$ cat src/rtl/i2s_rx_fifo.sv
// i2s_rx_fifo: I2S master receiver (SCK/WS generation, sample deserialiser) feeding a FWFT sample FIFO
module i2s_rx_fifo #(
    parameter int CLK_DIV     = 4,
    parameter int SAMPLE_BITS = 24,
    parameter int FIFO_DEPTH  = 8
) (
    input  logic                          HCLK,
    input  logic                          HRESETn,
    input  logic                          en,
    input  logic                          sd,
    output logic                          i2s_clk,
    output logic                          ws,
    output logic [31:0]                   sample_data,
    output logic                          sample_right,
    output logic                          sample_valid,
    input  logic                          sample_ready,
    output logic [$clog2(FIFO_DEPTH):0]   fifo_level,
    output logic                          overrun,
    input  logic                          overrun_clr
);
    localparam int AW = $clog2(FIFO_DEPTH);
    localparam int LW = AW + 1;
    localparam logic [7:0]    DIV_TC = 8'(CLK_DIV - 1);
    localparam logic [4:0]    SB     = 5'(SAMPLE_BITS);
    localparam logic [LW-1:0] FULL   = LW'(FIFO_DEPTH);

    logic [7:0]             div_q, div_d;
    logic                   sck_q, sck_d, ws_q, ws_d;
    logic [5:0]             bc_q, bc_d;
    logic [SAMPLE_BITS-1:0] sh_q, sh_d;
    logic                   push_q, push_d, pushr_q, pushr_d;
    logic                   tick, rise, fall, cap;
    logic [4:0]             slot;
    logic [32:0]            mem_q [FIFO_DEPTH];
    logic [AW-1:0]          wp_q, rp_q;
    logic [LW-1:0]          lvl_q;
    logic                   ovr_q, pop, wr, drop;

    // Divider, SCK/WS generation and slot-driven capture; disabling collapses the frame back to left slot 0
    always_comb begin
        tick    = en && div_q == DIV_TC;
        rise    = tick && !sck_q;
        fall    = tick && sck_q;
        slot    = bc_q[4:0];
        div_d   = (!en || tick) ? 8'd0 : div_q + 8'd1;
        sck_d   = en && (sck_q ^ tick);
        bc_d    = en ? bc_q + 6'(fall) : 6'd0;
        ws_d    = en && (fall ? bc_d[5] : ws_q);
        cap     = rise && slot != 5'd0 && slot <= SB;
        sh_d    = !cap ? sh_q : slot == 5'd1 ? SAMPLE_BITS'(sd) : SAMPLE_BITS'({sh_q, sd});
        push_d  = cap && slot == SB;
        pushr_d = bc_q[5];
    end

    // A push needs room unless the head leaves in the same cycle; otherwise the sample is lost
    always_comb begin
        pop  = lvl_q != '0 && sample_ready;
        wr   = push_q && (lvl_q != FULL || pop);
        drop = push_q && !wr;
    end

    // Receiver front-end state
    always_ff @(posedge HCLK or negedge HRESETn) begin
        if (!HRESETn) begin
            div_q   <= '0;
            sck_q   <= 1'b0;
            ws_q    <= 1'b0;
            bc_q    <= '0;
            sh_q    <= '0;
            push_q  <= 1'b0;
            pushr_q <= 1'b0;
        end else begin
            div_q   <= div_d;
            sck_q   <= sck_d;
            ws_q    <= ws_d;
            bc_q    <= bc_d;
            sh_q    <= sh_d;
            push_q  <= push_d;
            pushr_q <= pushr_d;
        end
    end

    // FIFO storage, pointers, occupancy and sticky overrun (a drop beats a clear)
    always_ff @(posedge HCLK or negedge HRESETn) begin
        if (!HRESETn) begin
            for (int i = 0; i < FIFO_DEPTH; i++) mem_q[i] <= '0;
            wp_q  <= '0;
            rp_q  <= '0;
            lvl_q <= '0;
            ovr_q <= 1'b0;
        end else begin
            if (wr) mem_q[wp_q] <= {pushr_q, 32'(sh_q)};
            wp_q  <= wp_q + AW'(wr);
            rp_q  <= rp_q + AW'(pop);
            lvl_q <= lvl_q + LW'(wr) - LW'(pop);
            ovr_q <= drop || (ovr_q && !overrun_clr);
        end
    end

    assign i2s_clk      = sck_q;
    assign ws           = ws_q;
    assign {sample_right, sample_data} = mem_q[rp_q];
    assign sample_valid = lvl_q != '0;
    assign fifo_level   = lvl_q;
    assign overrun      = ovr_q;
endmodule

$ cat config.mk
export PLATFORM = sky130hd
export DESIGN_NAME = i2s_rx_fifo
export DESIGN_NICKNAME = d
export VERILOG_FILES = /design/src/rtl/i2s_rx_fifo.sv
export SDC_FILE = /design/constraint.sdc
export NUM_CORES = 1
export LEC_CHECK = 0
export BUFFER_PORTS_ARGS = -buffer_cell sky130_fd_sc_hd__buf_4
export CAP_MARGIN = 20
export CORE_ASPECT_RATIO = 0.75
export CORE_MARGIN = 2
export CORE_UTILIZATION = 45
export CTS_BUF_LIST = sky130_fd_sc_hd__clkbuf_16
export DETAILED_ROUTE_END_ITERATION = 10
export PLACE_DENSITY_LB_ADDON = 0.3
export REMOVE_ABC_BUFFERS = 1
export SKIP_CTS_REPAIR_TIMING = 1
export SLEW_MARGIN = 20
export SYNTH_ARGS = -nofsm -noshare
export SYNTH_HDL_FRONTEND = slang
export SYNTH_SLANG_ARGS = --single-unit
$ cat constraint.sdc
create_clock -name HCLK -period 4.57 [get_ports HCLK]
set_input_delay 0.2285 -clock HCLK [delete_from_list [all_inputs] [get_ports HCLK]]
set_output_delay 0.2285 -clock HCLK [all_outputs]
set_load 0.005 [all_outputs]
### Word-level counts from Yosys, hierarchy flattened

Cells that the tools add are included.

* magnitude comparators: 4
* bitwise gates (word level): 3
* reduce and logical (&&, ||, !) cells: 22
* eq/ne operators: 4
* add/subtract/negate cells: 6
* mux-type cells: 10

Operator list (count)
* $bwmux W264: 1
* $bmux W33 S3: 1
* $demux W33 S3: 1
* $mux W33: 3
* $mux W24: 1
* $logic_and A1 B1 Y1: 13
* $add A8 B1 Y8 const B: 1
* $eq A8 B2 Y1 const B: 1
* $ge A4 B4 Y1 const B: 2
* $mux W8: 1
* $not A3 Y4: 2
* $add A3 B1 Y3: 2
* $add A6 B1 Y6: 1
* $mux W6: 1
* $eq A5 B1 Y1 const B: 1
* $eq A5 B5 Y1 const B: 1
* $le A5 B5 Y1 const B: 1
* $reduce_bool A5 Y1: 1
* $add A4 B1 Y4: 1
* $logic_not A1 Y1: 4
* $lt A4 B1 Y1 const B: 1
* $ne A4 B4 Y1 const B: 1
* $reduce_bool A4 Y1: 1
* $sub A4 B1 Y4: 1
* other kinds (3): 5

* flip-flop bits (word level): 317
* input port bits: 6
* word-level logic and storage cells: 68

### Longest topological paths before layout

* depth in word-level cells: 7
* mapped depth: 12
* gate-level depth less buffers: 11

### Worst setup path before layout

OpenSTA, ideal clock, no wires.

* path kind: register to register
* start: reg lvl_q[2] (netlist: fifo_level[2])
* end: reg lvl_q[2] (netlist: fifo_level[2])
* arrival: 2.127 ns
* period minus slack after synthesis: 2.250 ns
* stages on the path, launching flop included: 12
* library setup time: 0.123 ns
* buffers on the path: 0
* slack: 2.320 ns
* cell sequence: dfrtp_1 inv_1 ha_1 nor3b_2 nand2_1 nand2_1 ha_1 inv_1 ha_1 inv_1 fa_1 xnor2_1

* word-level cells in the longest chain between the ends: 6
* elaborated cells between the ends (all ways): 7
* classes of those cells: 2 x add/sub; 1 x eq/ne; 4 x reduce/logical

RTL lines
* from (decl): RTL line 36 `logic [LW-1:0] lvl_q;`
* from (signal assigned): RTL line 95 `lvl_q <= lvl_q + LW'(wr) - LW'(pop);`
* $reduce_bool A4 Y1: RTL line 57 `pop = lvl_q != '0 && sample_ready;`
* $logic_and A1 B1 Y1: RTL line 57
* $logic_or A1 B1 Y1: RTL line 58 `wr = push_q && (lvl_q != FULL || pop);`
* $logic_and A1 B1 Y1: RTL line 58
* $add A4 B1 Y4: RTL line 95
* $sub A4 B1 Y4 *: RTL line 95

Mark *: on every way between the ends. The rest lies on a longest branch, timed or not.
A chain may end at the register's enable or synchronous reset.

### Worst setup path in the final report

* start: reg rp_q[1]
* end: out sample_data[13]

* word-level cells in the longest chain between the ends: 4

RTL lines
* from (decl): RTL line 35 `logic [AW-1:0] wp_q, rp_q;`
* from (signal assigned): RTL line 94 `rp_q <= rp_q + AW'(pop);`
* $not A3 Y4 (not written as such): RTL line 102 `assign {sample_right, sample_data} = mem_q[rp_q];`
* $bmux W33 S3: RTL line 102
* $mux W33 (not written as such) (2 in a row): RTL line 102
* to (decl): RTL line 13 `output logic [31:0] sample_data,`

Every way passes these cells. The select of a mux whose other input is x is not followed.

==> results_dict.tcl <==
set metrics [dict create \
    switchingPower_mw 1.336 \
    finalMaxSlewViolations 0 \
    cts-htree-levels 1 \
    finalHoldViolCount 0 \
    antenna_found_initial 0 \
    hold_path.class "in -> reg" \
    switching_share_pct 26.83 \
    reg2reg_from "fifo_level[2]" \
    max_slew_margin_pct 27.69 \
    stdcell_count 1117 \
    drv_cap 0 \
    yosysSeqAreaShare_pct 55.08 \
    cp_data_required_time_ns 4.34 \
    status "finished, final reports clean" \
    sequentialPowerShare_pct 50.2 \
    synth_edf_count 0 \
    io_pins 47 \
    postPlaceCellArea_um2 12000 \
    path_buf_inv 2 \
    cpMaxStageDelayCell "dfrtp_2" \
    dp.cells 1070 \
    cp-start-kind "register" \
    vias 6256 \
    grt_pass1_wl_mm 39.22 \
    crit_family "flip-flops" \
    synthCells 748 \
    finalWorstSetupSlack_ns 1.527 \
    power_density_nw_per_um2 390.1 \
    fin_area_um2 12770 \
    end_kind "output port" \
    die_w_um 188.5 \
    portBuffers 38 \
    multi_input_area_um2 4775 \
    n_antenna_cell 0 \
    drive_gt1_share_pct 45.96 \
    synth_common_cells "253 x dfrtp_1, 211 x mux2_2, 50 x mux4_2, 27 x buf_1, 23 x a22o_1" \
    power_mw 4.982 \
    synthArstFlopShare_pct 100.0 \
    period_share_pct 66.60 \
    seqCellArea_um2 6336 \
    syn2layout_area_growth_pct 11.11 \
    first_pass_iters 4 \
    drcViolationCount 0 \
    synth_flop_cell "dfrtp_1" \
    cp.depth 4 \
    rsz0062_at_grt "no" \
    die_y_um 142.4 \
    synth_cell_types 46 \
    max_freq_mhz 328.6 \
    timing.rr.end "fifo_level[2]" \
    die_area_um2 26850 \
    pwr-share-clk_pct 37.2 \
    leakage_nw 6.275 \
    grt_pass1_vias 6992 \
    internal-power_mw 3.645 \
    cpPeakStageDelay_ns 1.08 \
    pwr-share-comb_pct 12.5 \
    cp_cell_sequence "buf_4 -> mux4_2 -> mux2_2 -> buf_4" \
    grtUsageTotal_pct 18.58 \
    rr_worst_depth 11 \
    max_slew.worst_pin.slew_ns 1.085 \
    cp_max_fo 38 \
    root_buffer "clkbuf_16" \
    wl_per_cell_um 21.28 \
    post-dp-hpwl_mm 14.16 \
    cts_buffer_depth 3 \
    cp.arrival_ns 2.81 \
    rows 50 \
    crit_end "sample_data[13]" \
    dp_slack_ns 1.856 \
    yosysMostFrequentCell "dfrtp_1" \
    postRouteAntennaNets 0 \
    ys_warn_count 0 \
    fillers 2097 \
    netlist_top_cells_area "dfrtp_1 55%, mux2_2 21%, mux4_2 9.8%" \
    hold_ws_ns 0.1241 \
    finalSetupTns_ns 0 \
    cts_tree "done" \
    overflow 0 \
    place.gp.congestion 0.7408 \
    clk_pin_slew_ns 0.06 \
    wl_mm 23.77 \
    cts_buffers 25 \
    syn_area_per_cell_um2 15.37 \
    grt_max_degree 106 \
    vias_per_cell 5.601 \
    syn_area_um2 11490 \
    ys_ff_latch 253 \
    cts_sinks 253 \
    setup_violations 0 \
    final_util_pct 51.04 \
    critical_path.startpoint "rp_q[1]" \
    drt-initial-drc-count 332 \
    skew_ns 0.009760 \
    fin_crit_ns 3.043 \
    yosys.area.top_type_share_pct 55.08 \
    start_util_pct 45.93 \
    yosysTopAreaCell "dfrtp_1" \
    nNetsFinal 785 \
    max-vdd-ir-drop_mv 0.2742 \
    clock_latency_ns 0.51 \
    crit_type "reg -> out" \
    crit_top_cell "buf_4" \
    ff2ff_setup_slack_ns 1.85 \
    coreArea_um2 25020 \
]
-- worst min-delay path by stage --
stage                     startpoint          to  cells after the start
after detailed placement     HRESETn   mem_q[53]                      1
after global routing              sd     sh_q[0]                      4
final                             sd     sh_q[0]                      4
after CTS                    HRESETn  mem_q[112]                      1
after global placement       HRESETn   mem_q[20]                      1
after floorplan              HRESETn     bc_q[0]                      0
-- per-layer routing --
layer / wire, um / vias up / global-route usage [%]
met3: 921 / 37 / 2.860
met2: 11400 / 127 / 30.88
met1: 11010 / 3345 / 25.88
met4: 442 / 0 / 4.564
met5: 0 / - / 0
li1: - / 2747 / -
-- power groups by stage --
stage,Clock (mW),Sequential (mW),Combinational [mW]
after floorplan,0,2.54,0.350
after global placement,0,2.60,0.535
after detailed placement,0,2.62,0.553
after CTS,1.90,2.58,0.557
after global routing,2.01,2.52,0.681
final,1.85,2.50,0.625
-- cells by family after synthesis --
group | after synthesis | share of synthesized area, %
multiplexers | 275 | 31.84
flip-flops | 253 | 55.08
buffers and inverters | 89 | 3.952
AND/OR/NAND/NOR | 54 | 2.776
AO/OA/AOI/OAI | 50 | 3.745
adder cells (fa/ha/maj) | 16 | 1.807
XOR/XNOR | 10 | 0.7621
other | 1 | 0.03263
-- cells in the final DEF (no fill, tap or decap), types with 2 or more instances in the layout --
master,Yosys,routed
o21ai_0,5,5
a22o_1,23,23
a31o_2,2,2
nor2_1,14,14
a21oi_4,0,4
clkinv_1,0,8
dfrtp_1,253,251
nand4b_1,3,3
inv_1,14,22
mux4_2,50,50
dlygate4sd3_1,0,3
and4bb_2,3,3
nand2_1,5,5
and2_1,4,4
o21ai_4,3,3
or3_1,5,5
conb_1,1,8
nand4_1,2,2
buf_4,14,50
a21oi_1,5,5
clkbuf_16,0,25
xnor2_1,3,3
mux2_2,211,211
ha_1,15,15
mux2_1,14,14
xor2_1,7,7
buf_12,0,2
nand3_1,9,9
-- final cells by class --
| class | instances | share of cell area [%] |
|---|---|---|
| clock buffer | 25 | 4.899 |
| clock inverter | 18 | 0.7740 |
| inverter | 14 | 0.4115 |
| multi-input combinational | 413 | 37.39 |
| sequential | 253 | 49.61 |
| tap | 338 | 3.311 |
| timing repair buffer | 56 | 3.605 |
-- worst reg2reg max path, delay by kind of cell (launching register included) --
family                     cells  cell delay, ns
xor gates and xnor gates       1            0.14
adders and majority gates      4            0.91
buffers and inverters          3            0.22
DFF                            1            0.38
and+or+nand+nor                3            0.93
-- flip-flops by register name, summed over array words and instances, names as in the netlist --
signal / count
pushr_q: 1
mem_q: 200
div_q: 8
push_q: 1
sh_q: 24
rp_q: 3
wp_q: 3
i2s_clk: 1
fifo_level: 4
bc_q: 6
overrun: 1
ws: 1
No activity file was read; power rests on OpenSTA's default activity.
